### config.mk
export PLATFORM = sky130hd
export DESIGN_NAME = i2c_target
export DESIGN_NICKNAME = d
export VERILOG_FILES = /design/src/rtl/i2c_pkg.sv /design/src/rtl/i2c_line_sync.sv /design/src/rtl/i2c_target.sv
export SDC_FILE = /design/constraint.sdc
export NUM_CORES = 1
export LEC_CHECK = 0
export BUFFER_PORTS_ARGS = -buffer_cell sky130_fd_sc_hd__clkbuf_2
export CAP_MARGIN = 10
export CORE_MARGIN = 8
export CORE_UTILIZATION = 45
export CTS_CLUSTER_SIZE = 24
export DETAILED_ROUTE_END_ITERATION = 8
export PLACE_DENSITY_LB_ADDON = 0.12
export REMOVE_ABC_BUFFERS = 1
export SETUP_SLACK_MARGIN = 0.15
export SYNTH_ARGS = -nofsm -noshare
export SYNTH_HDL_FRONTEND = slang
export SYNTH_SLANG_ARGS = --single-unit
### constraint.sdc
create_clock -name clk_i -period 1.7 [get_ports clk_i]
set_input_delay 0.425 -clock clk_i [delete_from_list [all_inputs] [get_ports clk_i]]
set_output_delay 0.425 -clock clk_i [all_outputs]
set_load 0.005 [all_outputs]
### src/rtl/i2c_pkg.sv
// Shared definitions for the I2C target: FSM state encoding, R/W and ACK
// bit constants, and the datapath widths.
package i2c_pkg;

  localparam int unsigned BYTE_W    = 8;
  localparam int unsigned BIT_CNT_W = 4;

  localparam logic [BIT_CNT_W-1:0] BITS_PER_BYTE = BIT_CNT_W'(8);

  // Direction bit carried in the LSB of the address byte
  localparam logic RW_WRITE = 1'b0;
  localparam logic RW_READ  = 1'b1;

  // SDA level on the 9th clock of a byte
  localparam logic ACK  = 1'b0;
  localparam logic NACK = 1'b1;

  typedef enum logic [3:0] {
    ST_IDLE,
    ST_ADDR,
    ST_ADDR_ACK,
    ST_REG,
    ST_REG_ACK,
    ST_WDATA,
    ST_WDATA_ACK,
    ST_RDATA,
    ST_RDATA_ACK,
    ST_WAIT_STOP
  } state_t;

endpackage

### src/rtl/i2c_line_sync.sv
// Synchronizes the asynchronous SCL/SDA bus levels into clk_i and detects
// SCL edges plus START/STOP conditions on the synchronized values.
//
// Ports:
//   clk_i, rst_i      system clock, synchronous active-high reset
//   scl_i, sda_i      raw bus levels
//   sda_o             synchronized SDA level (flop output)
//   scl_rise_c_o      synchronized SCL rose this cycle
//   scl_fall_c_o      synchronized SCL fell this cycle
//   start_c_o         SDA fell while SCL held high
//   stop_c_o          SDA rose while SCL held high
module i2c_line_sync #(
  parameter int unsigned SYNC_STAGES = 2
) (
  input  logic clk_i,
  input  logic rst_i,
  input  logic scl_i,
  input  logic sda_i,
  output logic sda_o,
  output logic scl_rise_c_o,
  output logic scl_fall_c_o,
  output logic start_c_o,
  output logic stop_c_o
);

  logic [SYNC_STAGES-1:0] r_scl_sync;
  logic [SYNC_STAGES-1:0] r_sda_sync;
  logic                   r_scl_prev;
  logic                   r_sda_prev;
  logic                   w_scl;
  logic                   w_sda;

  // Synchronizer chains plus one history flop per line; idle bus is high
  always_ff @(posedge clk_i) begin
    if (rst_i) begin
      r_scl_sync <= '1;
      r_sda_sync <= '1;
      r_scl_prev <= 1'b1;
      r_sda_prev <= 1'b1;
    end else begin
      r_scl_sync <= {r_scl_sync[SYNC_STAGES-2:0], scl_i};
      r_sda_sync <= {r_sda_sync[SYNC_STAGES-2:0], sda_i};
      r_scl_prev <= w_scl;
      r_sda_prev <= w_sda;
    end
  end

  assign w_scl = r_scl_sync[SYNC_STAGES-1];
  assign w_sda = r_sda_sync[SYNC_STAGES-1];
  assign sda_o = w_sda;

  assign scl_rise_c_o = w_scl & ~r_scl_prev;
  assign scl_fall_c_o = ~w_scl & r_scl_prev;

  // SCL must be high on both samples so an SCL edge is never read as START/STOP
  assign start_c_o = r_sda_prev & ~w_sda & w_scl & r_scl_prev;
  assign stop_c_o  = ~r_sda_prev & w_sda & w_scl & r_scl_prev;

endmodule

### src/rtl/i2c_target.sv
// I2C target with an 8-bit register pointer. A write sets the pointer and
// then writes successive registers; a read streams successive registers.
// The pointer auto-increments (wrapping 0xFF -> 0x00) after each byte.
//
// Ports:
//   clk_i, rst_i   system clock, synchronous active-high reset
//   scl_i, sda_i   raw bus levels
//   sda_oe_o       1 = pull SDA low
//   reg_addr_o     register pointer
//   reg_wdata_o    write data, valid with reg_we_o
//   reg_we_o       one-cycle write strobe
//   reg_re_o       one-cycle read strobe, reg_rdata_i valid the cycle after
//   reg_rdata_i    read data from the register file
//   busy_o         addressed transaction in progress
module i2c_target
  import i2c_pkg::*;
#(
  parameter logic [6:0]  ADDRESS     = 7'h40,
  parameter int unsigned SYNC_STAGES = 2
) (
  input  logic        clk_i,
  input  logic        rst_i,
  input  logic        scl_i,
  input  logic        sda_i,
  output logic        sda_oe_o,
  output logic [7:0]  reg_addr_o,
  output logic [7:0]  reg_wdata_o,
  output logic        reg_we_o,
  output logic        reg_re_o,
  input  logic [7:0]  reg_rdata_i,
  output logic        busy_o
);

  logic                 w_sda;
  logic                 w_scl_rise;
  logic                 w_scl_fall;
  logic                 w_start;
  logic                 w_stop;

  state_t               r_state;
  logic [BYTE_W-1:0]    r_shift;
  logic [BYTE_W-1:0]    r_tx;
  logic [BIT_CNT_W-1:0] r_bitcnt;
  logic [BYTE_W-1:0]    r_ptr;
  logic [BYTE_W-1:0]    r_wdata;
  logic                 r_rw;
  logic                 r_ack;
  logic                 r_load;
  logic                 r_oe;
  logic                 r_we;
  logic                 r_re;
  logic                 r_busy;

  i2c_line_sync #(
    .SYNC_STAGES (SYNC_STAGES)
  ) u_line_sync (
    .clk_i        (clk_i),
    .rst_i        (rst_i),
    .scl_i        (scl_i),
    .sda_i        (sda_i),
    .sda_o        (w_sda),
    .scl_rise_c_o (w_scl_rise),
    .scl_fall_c_o (w_scl_fall),
    .start_c_o    (w_start),
    .stop_c_o     (w_stop)
  );

  // Protocol FSM with registered bus and register-file outputs
  always_ff @(posedge clk_i) begin
    if (rst_i) begin
      r_state  <= ST_IDLE;
      r_shift  <= '0;
      r_tx     <= '0;
      r_bitcnt <= '0;
      r_ptr    <= '0;
      r_wdata  <= '0;
      r_rw     <= RW_WRITE;
      r_ack    <= NACK;
      r_load   <= 1'b0;
      r_oe     <= 1'b0;
      r_we     <= 1'b0;
      r_re     <= 1'b0;
      r_busy   <= 1'b0;
    end else begin
      r_we <= 1'b0;
      r_re <= 1'b0;

      // Pointer advances the cycle after a write so the strobe sees the old value
      if (r_we) begin
        r_ptr <= r_ptr + 8'd1;
      end

      // Read pipeline: strobe cycle, then data valid cycle where the byte is loaded
      if (r_re) begin
        r_load <= 1'b1;
      end
      if (r_load) begin
        r_load <= 1'b0;
        if (r_state == ST_RDATA) begin
          r_tx <= reg_rdata_i;
          r_oe <= ~reg_rdata_i[7];
        end
      end

      if (w_start) begin
        // Repeated START keeps the pointer and busy until the address resolves
        r_state  <= ST_ADDR;
        r_bitcnt <= '0;
        r_oe     <= 1'b0;
        r_load   <= 1'b0;
      end else if (w_stop) begin
        r_state  <= ST_IDLE;
        r_bitcnt <= '0;
        r_oe     <= 1'b0;
        r_load   <= 1'b0;
        r_busy   <= 1'b0;
      end else begin
        case (r_state)
          ST_ADDR, ST_REG, ST_WDATA: begin
            if (w_scl_rise) begin
              r_shift  <= {r_shift[6:0], w_sda};
              r_bitcnt <= r_bitcnt + BIT_CNT_W'(1);
            end else if (w_scl_fall && (r_bitcnt == BITS_PER_BYTE)) begin
              r_bitcnt <= '0;
              if (r_state == ST_ADDR) begin
                if (r_shift[7:1] == ADDRESS) begin
                  r_state <= ST_ADDR_ACK;
                  r_rw    <= r_shift[0];
                  r_oe    <= 1'b1;
                  r_busy  <= 1'b1;
                end else begin
                  r_state <= ST_WAIT_STOP;
                  r_oe    <= 1'b0;
                  r_busy  <= 1'b0;
                end
              end else if (r_state == ST_REG) begin
                r_ptr   <= r_shift;
                r_state <= ST_REG_ACK;
                r_oe    <= 1'b1;
              end else begin
                r_wdata <= r_shift;
                r_state <= ST_WDATA_ACK;
                r_oe    <= 1'b1;
              end
            end
          end

          ST_ADDR_ACK: begin
            if (w_scl_fall) begin
              r_oe <= 1'b0;
              if (r_rw == RW_READ) begin
                r_state <= ST_RDATA;
                r_re    <= 1'b1;
              end else begin
                r_state <= ST_REG;
              end
            end
          end

          ST_REG_ACK: begin
            if (w_scl_fall) begin
              r_oe    <= 1'b0;
              r_state <= ST_WDATA;
            end
          end

          ST_WDATA_ACK: begin
            if (w_scl_fall) begin
              r_oe    <= 1'b0;
              r_we    <= 1'b1;
              r_state <= ST_WDATA;
            end
          end

          ST_RDATA: begin
            if (w_scl_rise) begin
              r_bitcnt <= r_bitcnt + BIT_CNT_W'(1);
            end else if (w_scl_fall && (r_bitcnt != '0)) begin
              if (r_bitcnt == BITS_PER_BYTE) begin
                r_bitcnt <= '0;
                r_oe     <= 1'b0;
                r_state  <= ST_RDATA_ACK;
              end else begin
                r_tx <= {r_tx[6:0], 1'b0};
                r_oe <= ~r_tx[6];
              end
            end
          end

          ST_RDATA_ACK: begin
            if (w_scl_rise) begin
              r_ack <= w_sda;
            end else if (w_scl_fall) begin
              if (r_ack == ACK) begin
                r_ptr   <= r_ptr + 8'd1;
                r_re    <= 1'b1;
                r_state <= ST_RDATA;
              end else begin
                r_oe    <= 1'b0;
                r_busy  <= 1'b0;
                r_state <= ST_WAIT_STOP;
              end
            end
          end

          default: begin
            // IDLE and WAIT_STOP ignore bits; only START/STOP move them
          end
        endcase
      end
    end
  end

  assign sda_oe_o    = r_oe;
  assign reg_addr_o  = r_ptr;
  assign reg_wdata_o = r_wdata;
  assign reg_we_o    = r_we;
  assign reg_re_o    = r_re;
  assign busy_o      = r_busy;

endmodule
==> results of run 1 <==
==> registers in the layout (all words and copies together) (netlist names) <==
name,count
busy_o,1
r_ack,1
r_bitcnt,4
r_load,1
r_rw,1
r_shift,8
r_state,4
r_tx,7
reg_addr_o,8
reg_re_o,1
reg_wdata_o,8
reg_we_o,1
sda_oe_o,1
u_line_sync.r_scl_prev,1
u_line_sync.r_scl_sync,2
u_line_sync.r_sda_prev,1
u_line_sync.r_sda_sync,2
==> final cells by class <==
class                           instances  area [um2]
Tap cell                               75        93.8
Fill cell                             497        2300
Clock inverter                          2        17.5
Clock buffer                            6        72.6
Timing Repair Buffer                   78         564
Inverter                                7        26.3
Multi-Input combinational cell        233        1730
Sequential cell                        52        1050
==> path summary, 6_finish.rpt <==
path	from	endpoint	slack, ps
max	r_bitcnt[0]	reg_addr_o[3]	30
min	scl_i	u_line_sync.r_scl_sync[0]	290
max reg2reg	r_bitcnt[0]	reg_addr_o[3]	30
min reg2reg	u_line_sync.r_sda_sync[0]	u_line_sync.r_sda_sync[1]	420
==> logic make-up (layout without fill, tap and decap cells) <==
kind of cell	after synthesis	in the layout	share of synthesized area (%)
AO/OA/AOI/OAI	69	69	18.5
XOR/XNOR	15	15	4.88
adder cells (fa/ha/maj)	3	3	1.39
buffers and inverters	25	93	4.78
flip-flops	52	52	38.6
multiplexers	21	21	7.90
AND/OR/NAND/NOR	125	125	23.9
==> what timing repair did <==
| item | CTS | global route |
|---|---|---|
| cloned | 1 | 0 |
| buffers inserted | 6 | 1 |
| endpoints found under the setup margin | 31 | 39 |
| gates resized for setup | 40 | 28 |
| pin swaps | 21 | 12 |
==> per-layer routing <==
layer | track usage [%] | up-vias
met5 | 0 | -
met4 | 5.10 | 0
met3 | 2.96 | 12
met2 | 25.7 | 75
met1 | 22.0 | 1172
li1 | - | 1242
==> cell usage after synthesis (2+ instances only) <==
master | number | area, um2
a211oi_2 | 6 | 75.1
a21boi_0 | 2 | 15.0
a21o_1 | 2 | 15.0
a21oi_1 | 19 | 95.1
a221oi_1 | 3 | 26.3
a22oi_1 | 4 | 30.0
a311o_1 | 2 | 20.0
a31oi_1 | 4 | 25.0
a41oi_1 | 2 | 17.5
and2b_1 | 2 | 15.0
and3_1 | 3 | 18.8
buf_2 | 4 | 20.0
buf_4 | 2 | 15.0
buf_6 | 3 | 33.8
clkbuf_1 | 8 | 30.0
dfxtp_1 | 52 | 1040
ha_1 | 3 | 37.5
inv_1 | 7 | 26.3
mux2_2 | 2 | 22.5
mux2i_1 | 19 | 190
nand2_1 | 32 | 120
nand2b_1 | 4 | 25.0
nand3_1 | 13 | 65.1
nand4_1 | 3 | 18.8
nor2_1 | 30 | 113
nor2_2 | 2 | 12.5
nor2b_1 | 2 | 12.5
nor3_1 | 13 | 65.1
nor3b_1 | 2 | 15.0
o21ai_0 | 3 | 15.0
o21ai_1 | 4 | 20.0
o21bai_1 | 2 | 15.0
o221ai_1 | 3 | 26.3
o22ai_1 | 5 | 31.3
or2_2 | 8 | 50.1
xnor2_1 | 8 | 70.1
xor2_1 | 7 | 61.3
==> stage by stage <==
step	total power, uW	setup slack, ps	TNS [ps]	instances
2_1_floorplan	1320	-211	-1480	292
3_3_place_gp	1400	-65.9	-879	437
3_5_place_dp	1400	-167	-2590	437
4_1_cts	2140	65.7	0	452
5_1_grt	2200	-68.7	-406	453
6_report	2130	32.4	0	453
==> worst max-delay path, cell delays in order (launching register included) <==
cell      delay [ps]
dfxtp_2          350
inv_2             50
ha_4             150
and3b_2          230
a311o_1          420
a21oi_1          220
a221oi_2          50
o22ai_1          120
==> power by group through the flow <==
stage,Sequential (uW),Combinational [uW],Clock [uW]
floorplan,1260,59.8,0
global placement,1260,137,0
detailed placement,1260,138,0
CTS,1230,150,755
global route,1230,168,796
finish,1230,154,739
==> placed cells by master, fill, tap and decap left out, types with 3 or more instances in the layout <==
master,synthesis,routed
a31oi_1,4,4
a211oi_2,6,6
nand2_1,32,30
nand2_2,1,3
inv_1,7,4
dfxtp_1,52,45
a21oi_2,0,4
o22ai_1,5,4
a21oi_1,19,15
nand4_1,3,3
nor2_4,0,7
clkbuf_8,0,5
dfxtp_2,0,7
mux2i_1,19,19
o21ai_1,4,4
nand3_1,13,13
buf_6,3,3
inv_2,0,3
nor3_1,13,11
xor2_1,7,7
nor2_1,30,24
or2_2,8,7
nand2b_1,4,3
xnor2_1,8,8
buf_4,2,41
clkbuf_2,0,31
==> summary.md, run 1 <==
| Metric | Value |
|---|---|
| Pwr per Cell Area | 598 nW/um2 |
| Htree depth | 2 |
| Reg power frac | 58.0% |
| Die ar. | 8720 um2 |
| Fin util | 60.7% |
| Switching power | 532 uW |
| DPL Wire Length | between 4000 and 5000 um |
| Number of global-route vias before repair | 2452 |
| Metal2 WL | 3300 um |
| Worst skew pair latency | 310 ps |
| Final count of hold timing violations | 0 |
| Hold_ws | approximately 290 ps |
| # rows | 28 |
| Clock Skews | about 9.6 ps |
| DR vias/cell | 5.52 |
| Post-Layout Inst Area | 3550 um2 |
| # port buffers | 31 |
| Worst Tran Pin Value | 422 ps |
| Initial antenna violation count | 0 |
| DRT iter0 DRCs | 109 |
| Synth Instances | 310 |
| Vias | 2501 |
| Placed Area | 3150 um2 |
| Worst hold path type | in2reg |
| Max Clock Freq | 600 MHz |
| Clk sinks | 52 |
| Clk buf depth | 2 |
| Global placement routability congestion | approximately 0.83 |
| Setup crit end kind | flip-flop |
| Final setup viols | 0 |
| ANT cells | 0 |
| Layout cell share with drive strength beyond 1 | 40.5% |
| Clock network fraction of design power | 34.8% |
| RSZ-0062 raised after global routing | yes |
| Crit Path Class | reg2reg |
| P&R area growth vs syn | 31.9% |
| Clock tree root buffer cell | clkbuf_8 |
| Required time worst endpoint | 1930 ps |
| Mapped Area | 2690 um2 |
| Count of cell types in the netlist | 57 |
| Final Max Slew Viols | 0 |
| Final wirelength | 7190 um |
| Drt wl/cell | 15.9 um |
| CTS buffer count | 5 |
| Slew HR | 71.7% |
| Starting Density | 46.0% |
| Final period util | 98.1% |
| Flops & latches, synth | 52 |
| TritonCTS clock tree | done |
| Int Power | between 1500 and 2000 uW |
| Total GRT Usage | 16.3% |
| Antenna Violating Nets Remaining | 0 |
| Max IR drop VDD | ~0.5 mV |
| Drt first pass iters | 4 |
| Post-synth EDFFs | 0 |
| Die X | between 90 and 100 um |
| Mean post-synth cell area | 8.69 um2 |
| Largest net degree at the start of global routing | 35 |
| Final min period | between 1500 and 2000 ps |
| Top Layer Used | met4 |
| Number of hold buffers added after cts | 0 |
| Crit Path Max Fanout | 5 |
| Core Area | 5850 um2 |
| Hold Path Stages | 2 |
| Nets@finish | 392 |
| Max cap viols | 0 |
| WL met3 | 415 um |
| Worst Reg2Reg Path Length in Cells | 7 |
| Clk slew on worst S/H paths | approximately 100 ps |
| Synth warnings | 0 |
| Comb pwr share | slightly above 7% |
| Fraction of registers with async set/reset | 0% |
| Number of remaining DRC errors | 0 |
| Status | complete, no violations |
| Metal1 wirelength | 3330 um |
| Setup crit start kind | flip-flop |
| I/O Pins | 32 |
| CP arrival | 1900 ps |
| Sw Ratio | ~25% |
| Ys flop type | dfxtp_1 |
| Leak | 0.00142 uW |
| Seq/Total Area, Yosys | around two fifths |
| Die Y-Extent | 93.4 um |
| First-pass GRT wire length | 11800 um |
| GR Overflow Total | 0 |
Note: power is estimated with default switching activity, not from simulation.
==> inputs of run 2 (changes only) <==
==> constraint.sdc (replaced) <==
create_clock -name clk_i -period 2 [get_ports clk_i]
set_input_delay 0.5 -clock clk_i [delete_from_list [all_inputs] [get_ports clk_i]]
set_output_delay 0.5 -clock clk_i [all_outputs]
set_load 0.005 [all_outputs]
==> run 2 against run 1 <==
  * Non-clock buffer count shrank 26
  * Setup slack better by 180 ps
  * Register-to-register slack improved by 180 ps
  * Sequential power shrank 15%
  * Critical endpoint is now reg_addr_o[2]
==> summary.md, run 2 (same netlist as run 1, synthesis figures left out) <==
| Metric | Value |
|---|---|
| CTS buffer count | 5 |
| Htree depth | 2 |
| Hold Path Stages | 2 |
| Clock Skews | 7.88 ps |
| Cell Chain, Critical Path | inv_1 -> ha_2 -> and3b_2 -> a311o_2 -> a21oi_1 -> a221oi_1 -> o22ai_1 |
| Starting Density | 46.0% |
| Die ar. | 8720 um2 |
| Final Max Slew Viols | 0 |
| Die Y-Extent | between 90 and 100 um |
| Final min period | 1790 ps |
| Global placement routability congestion | 0.854 |
| Clk slew on worst S/H paths | around 100 ps |
| Commonest non-fill, non-tap cell in the layout | dfxtp_1 |
| Met2 Usage GRT | a little under a quarter |
| Worst Tran Pin Value | 431 ps |
| Setup crit end kind | flip-flop |
| Delay of the slowest cell on the worst path | 470 ps |
| ANT cells | 0 |
| Switching power | around 430 uW |
| Final wirelength | 6740 um |
| Number of remaining DRC errors | 0 |
| P&R area growth vs syn | 17.4% |
| Clk buf depth | 2 |
| Int Power | 1490 uW |
| Worst skew pair latency | 310 ps |
| Total GRT Usage | 15.0% |
| Critical path's slowest cell | a311o_2 |
| Status | complete, no violations |
| Global-route layer with the greatest usage | met2 |
| Max IR drop VDD | about 0.38 mV |
| Final period util | 89.5% |
| Comb pwr share | approximately 5.6% |
| Largest net degree at the start of global routing | 24 |
| Reg power frac | between 50% and 60% |
| Die X | roughly 93 um |
| Leak | 0.00126 uW |
| Final setup viols | 0 |
| Clk sinks | 52 |
| Hold_ws | 374 ps |
| DPL Wire Length | approximately 4800 um |
| Pwr per Cell Area | 609 nW/um2 |
| First-pass GRT wire length | 10700 um |
| Sw Ratio | 22.5% |
| Delay-heaviest family, CP | compound AO/OA/AOI/OAI gates |
| Final count of hold timing violations | 0 |
| I/O Pins | 32 |
| CP arrival | just over 2000 ps |
| Vias | ~2300 |
| DRT iter0 DRCs | 179 |
| Worst Path Buf+Inv | 1 |
| DR vias/cell | 5.50 |
| Drt wl/cell | 15.8 um |
| Crit Path Class | reg2reg |
| # rows | 28 |
| # port buffers | 31 |
| WP depth | 7 |
| Number of global-route vias before repair | 2170 |
| Setup crit start kind | flip-flop |
| Nets@finish | about 370 |
| Worst Reg2Reg Path Length in Cells | 7 |
| Crit Path Max Fanout | 5 |
| Antenna Violating Nets Remaining | 0 |
| Max cap viols | 0 |
| Worst hold path type | in2reg |
| Initial antenna violation count | 0 |
| Max Clock Freq | 559 MHz |
| GR Overflow Total | 0 |
| Final worst setup slack | roughly 210 ps |
| Setup_tns | 0 ps |
| Clock network fraction of design power | around 40% |
| Drt first pass iters | 4 |
| TritonCTS clock tree | done |
| DP Worst Slack | a little over 90 ps |
| RSZ-0062 raised after global routing | yes |
| Placed Area | ~3000 um2 |
| GRT met3 Usage | 4.01% |
| Required time worst endpoint | between 2000 and 2500 ps |
| Clock tree root buffer cell | clkbuf_8 |
| Post-Layout Inst Area | between 3000 and 4000 um2 |
| Slew HR | just over 70% |
| Layout cell share with drive strength beyond 1 | between 20% and 30% |
| Commonest non-fill, non-tap cells in the layout | dfxtp_1, nand2_1, clkbuf_2 |
| Routing usage on met1 | 19.9% |
| Core Area | between 5000 and 6000 um2 |
run 2: changes by cell type in the layout (fill, tap and decap cells not counted), sizes merged:
cell / delta
bufinv: +1
clkinv: +1
buf: -26
inv: -2
run 2: cell type report:
type	count	area [um2]
fillers	540	2690
multi-input cells	233	1560
flip-flops and latches	52	1050
repair buffers	52	317
well taps	75	93.8
clock buffers	6	82.6
clock inverters	2	38.8
inverters	7	26.3
run 2: worst paths after layout:
path | start | to | slack, ps
worst max-delay path | r_bitcnt[0] | reg_addr_o[2] | 210
worst min-delay path | sda_i | u_line_sync.r_sda_sync[0] | 370
worst max register to register | r_bitcnt[0] | reg_addr_o[2] | 210
worst min register to register | u_line_sync.r_scl_sync[0] | u_line_sync.r_scl_sync[1] | 420
run 2: metal layers:
layer  part of all wire [%]  routed length, um
met1                     47               3180
met2                     47               3170
met3                    5.5                370
met4                   0.34                 23
met5                      0                  0
run 2: power by group through the flow:
stage	combinational, uW	sequential [uW]	clock [uW]
floorplan	50.8	1070	0
global placement	103	1070	0
detailed placement	104	1070	0
CTS	105	1050	794
global route	118	1050	824
finish	108	1050	769
run 2: repair_timing:
item,in CTS,in global routing
hold buffers,0,0
setup endpoints to repair,9,25
pin swaps,0,3
setup buffers,0,5
gates resized for setup,2,14
run 2: per-stage QoR:
step / instances / power [uW] / utilization [%]
2_1_floorplan: 292 / 1120 / -
3_3_place_gp: 414 / 1180 / 50.6
3_5_place_dp: 414 / 1180 / 50.6
4_1_cts: 422 / 1950 / 52.8
5_1_grt: 427 / 1990 / 54.1
6_report: 427 / 1930 / 54.1
